--- src/rtl/serial_pkg.sv ---
// Shared definitions for the serial transmitter slice: frame length default and
// the count-width rule used by both the master and its sequence counter.
package serial_pkg;

  localparam int DEFAULT_MESSAGE_LENGTH = 8;

  // Width of a counter that must hold 0..2*msg_len+1; one spare bit is kept.
  function automatic int count_width(input int msg_len);
    return $clog2(2 * msg_len + 1) + 1;
  endfunction

endpackage

--- src/rtl/sequence_counter.sv ---
// Free-running frame sequencer for the serial master: count/2 is the bit slot,
// count%2 the half-phase; wraps after the last half-phase of the frame.
module sequence_counter
  import serial_pkg::*;
#(
  parameter int MESSAGE_LENGTH = DEFAULT_MESSAGE_LENGTH,
  localparam int COUNT_W = count_width(MESSAGE_LENGTH)
) (
  input  logic               clk,
  input  logic               rst,
  output logic [COUNT_W-1:0] count
);

  localparam logic [COUNT_W-1:0] MAX_COUNT = COUNT_W'(2 * MESSAGE_LENGTH + 1);

  if (MESSAGE_LENGTH < 1) begin : g_bad_length
    $fatal(1, "sequence_counter: MESSAGE_LENGTH must be >= 1");
  end

  // Using >= rather than == sends any deposited out-of-range value back to 0.
  always_ff @(posedge clk) begin
    if (rst) begin
      count <= '0;
    end else if (count >= MAX_COUNT) begin
      count <= '0;
    end else begin
      count <= count + COUNT_W'(1);
    end
  end

endmodule

--- config.mk ---
export PLATFORM = sky130hd
export DESIGN_NAME = sequence_counter
export DESIGN_NICKNAME = d
export VERILOG_FILES = /design/src/rtl/serial_pkg.sv /design/src/rtl/sequence_counter.sv
export SDC_FILE = /design/constraint.sdc
export NUM_CORES = 1
export LEC_CHECK = 0
export ABC_AREA = 1
export ABC_CLOCK_PERIOD_IN_PS = 1200
export BUFFER_PORTS_ARGS = -buffer_cell sky130_fd_sc_hd__buf_2
export CAP_MARGIN = 10
export CORE_AREA = 5 5 42 44
export DETAILED_ROUTE_END_ITERATION = 10
export DIE_AREA = 0 0 47 49
export SLEW_MARGIN = 15
export SYNTH_ARGS = -nofsm -noshare
export SYNTH_HDL_FRONTEND = slang
export SYNTH_SLANG_ARGS = --single-unit
--- constraint.sdc ---
create_clock -name clk -period 1.2 [get_ports clk]
set_input_delay 0.24 -clock clk [delete_from_list [all_inputs] [get_ports clk]]
set_output_delay 0.24 -clock clk [all_outputs]
set_load 0.03 [all_outputs]
Yosys cells after proc, flatten, opt, wreduce, memory -nomap -nowiden
Cells that the tools add are included.

Register bits: 6. Latch bits: 0. Bits in writable memories: 0. Memory bits (read-only): 0. Bits of input ports: 2. Output and inout bits: 6. Logic and storage cells: 4. Memories: 0.

Add/subtract/negate cells: 1. Multiply operators: 0. Div/mod/pow operators: 0. Order comparisons: 1. Equal/unequal tests: 0. Shifts and indexed selects: 0. Muxes and demuxes: 0. Bitwise gates (word level): 0. Reductions and logical operators: 1.

Operator list (count): $add A6 B1 Y6 const B (1); $ge A6 B5 Y1 const B (1); $reduce_or A2 Y1 (1).

Depth between registers and ports, before layout
Word-level depth: 2. Mapped depth: 8. Depth with buffers taken out: 8.

Worst setup path after synthesis
OpenSTA, ideal clock, no wires.

Path kind: reg2reg. Start point: reg count[0]. End point: reg count[0]. Setup time: 134 ps. Arrival time: 1156 ps. Data required time: 1066 ps. Path slack: -90 ps. Cell stages (with the launch flop): 9. Buffers on the path: 0. Clock period less this slack: 1290 ps. Cells stage by stage: dfxtp_1 > inv_1 > ha_1 > inv_1 > nor2_1 > nand2_1 > nand2_1 > nand2_2 > nor2_1.

Cells in the longest elaborated chain, start to end: 2. Elaborated cells on any way between the ends: 3. Classes of those cells: 1 x add/sub; 1 x order compare; 1 x reduce/logical.

RTL lines: start, declared (line sequence_counter.sv:11) `output logic [COUNT_W-1:0] count`; start signal, assigned (line sequence_counter.sv:27) `count <= count + COUNT_W'(1);`; $ge A6 B5 Y1 (line sequence_counter.sv:24) `end else if (count >= MAX_COUNT) begin`; $reduce_or A2 Y1 (no source line).

Several ways; a longest one is shown, not always the timed one. A chain may end at the register's enable or synchronous reset.

Worst setup path after layout
Start point: reg count[3]. End point: out count[3].

No word-level cell between the ends.

==> flow_summary.yaml <==
run_status:
  status: "complete, no violations"
drt:
  drcViolationCount: 0
  drt_iter0_drc: 0
  viasPerCell: 3.69
  routed_wl_um: 481
  wl_per_cell_um: 7.89
  vias: 225
  antenna_left: 0
  drt_pass1_iterations: 1
die:
  coreArea_um2: 1400
  std_cell_rows: 14
  die_h_um: 49
  die_width_um: 47
  dieArea_um2: 2300
  io_pins: 8
  initial_core_util: 0.201
worst_setup_path:
  critPathCaptureType: "output port"
  cp.arrival_ns: 0.84
  max_stage_delay_ns: 0.38
  cp.required_ns: 0.96
  critical_path.slowest_cell: "dfxtp_1"
  critical_path_class: "reg -> out"
  crit_chain: "buf_2"
  cp_max_fo: 5
  critical_path_buf_inv_count: 1
  cp_top_family: "flip-flops"
  start_kind: "flip-flop"
cells_and_area:
  final-seq-area_um2: 124
  final_nets: 52
  biggestRegsByFlops: "count (6)"
  top_register: "count"
  layout_common_cells: "nor2_1 (7), buf_2 (7), inv_1 (5), nand2_1 (5)"
  multi_input_area_um2: 143
  fill_cells: 163
  largest_reg_flops: 6
  final_layout_size_suffix_gt1_frac: 0.378
  layoutNonFillerInstCount: 61
  diodes: 0
  area_growth_pct: 28.9
power:
  p_comb_frac: 0.081
  p_total_mw: 0.423
  p_seq_frac: 0.500
  pwr_density_cell_nw_per_um2: 1170
  clkPwrFrac: 0.419
  p_int_mw: 0.330
  leakagePower_nw: 0.175
  irDropWorstVdd_mv: 0.440
  swShare: 0.221
  p_switching_mw: 0.0936
sta:
  skew_ns: 0.00154
  min_period_ns: 1.08
  slew_violations: 0
  setup_viol: 0
  rsz0062_at_grt: "no"
  hold_violations: 0
  finalCritPeriodShare: 0.900
  final.setup.tns_ns: 0
  setup_slack_ns: 0.120
  fmax_mhz: 926
global_routing:
  grt_pass1_vias: 206
  grt_usage: 0.0471
  grt-ovfl-total: 0
  grt_pass1_wl_um: 724
  grt_antenna_before_repair: 0
  grt_max_degree: 8
yosys:
  synth_area_per_cell_um2: 8.04
  synth_seq_cells: 6
  synth_fp_nets: 40
  yosys_warnings: 0
  syn_inst: 35
  syn_area_um2: 282
  ys_seq_area_frac: 0.427
  post_synth_num_cell_types: 12
clocking:
  cts_max_path_buffers: 2
  hold_buffers: 0
  worstSkewPairLatency_ns: 0.24
  htreeDepth: 1
  cts_num_sinks: 6
  clk_pin_slew_ns: 0.04
  cts_made_buffers: 3
  cts_tree: "yes"
  cts_root_buf: "clkbuf_4"
job:
  drv_cap: 0
place:
  gp_congestion: 0.627
  dp_cells: 58
  place_ws_ns: 0.111
  port_buffers: 7
worst_hold_path:
  hold_path_class: "in -> reg"
==> metrics by stage <==
| stage | instance area (um^2) | hold slack [ns] | utilization |
|---|---|---|---|
| 2_1_floorplan | 284 | 0.440 | - |
| 3_3_place_gp | 339 | 0.465 | 0.242 |
| 3_5_place_dp | 339 | 0.472 | 0.242 |
| 4_1_cts | 362 | 0.297 | 0.258 |
| 5_1_grt | 363 | 0.308 | 0.259 |
| 6_report | 363 | 0.303 | 0.259 |
==> logic make-up after synthesis <==
logic type / after synthesis / synth area share
AO/OA/AOI/OAI: 1 / 0.0400
XOR/XNOR: 1 / 0.0311
AND/OR/NAND/NOR: 18 / 0.289
other: 1 / 0.0133
buffers and inverters: 5 / 0.0667
adder cells (fa/ha/maj): 3 / 0.133
flip-flops: 6 / 0.427
==> power groups by stage <==
stage / sequential [mW] / combinational [mW] / clock, mW
after floorplan: 0.225 / 0.0152 / 0
after global placement: 0.215 / 0.0347 / 0
after detailed placement: 0.215 / 0.0350 / 0
after CTS: 0.212 / 0.0350 / 0.192
after global routing: 0.212 / 0.0378 / 0.198
final: 0.212 / 0.0341 / 0.178
==> final timing paths <==
path	cells past startpoint	slack, ns	to	from
setup / recovery	1	0.12	count[3]	count[3]
hold reg to reg	1	0.48	count[0]	count[0]
hold / removal	4	0.30	count[4]	rst
setup reg to reg	8	0.12	count[2]	count[0]
==> area by class of cell <==
type | count | area share
clock buffer | 3 | 0.0621
inverter | 5 | 0.0517
multi-input combinational | 24 | 0.393
sequential | 6 | 0.341
tap | 16 | 0.0552
timing repair buffer | 7 | 0.0966
==> timing repair <==
item	in CTS	in global routing
setup buffers	0	0
resized for setup	0	1
endpoints found under the hold margin	0	0
endpoints found under the setup margin	0	1
==> cell usage after synthesis <==
cell type	count	area [um^2]
o21bai_2	1	11.3
ha_1	3	37.5
inv_1	5	18.8
dfxtp_1	6	120
xnor2_1	1	8.76
nand3_1	1	5.00
conb_1	1	3.75
nor2_2	1	6.26
nand4_1	2	12.5
nand2_2	2	12.5
nand2_1	5	18.8
nor2_1	7	26.3
==> layer usage <==
| layer | track usage | up-vias | share of wire |
|---|---|---|---|
| met1 | 0.0373 | 93 | 0.36 |
| met2 | 0.0701 | 3 | 0.56 |
| met3 | 0.0258 | 0 | 0.077 |
| met5 | 0 | - | 0 |
| met4 | 0.0553 | 0 | 0 |
| li1 | - | 129 | - |
Note: power is estimated with default switching activity, not from simulation.
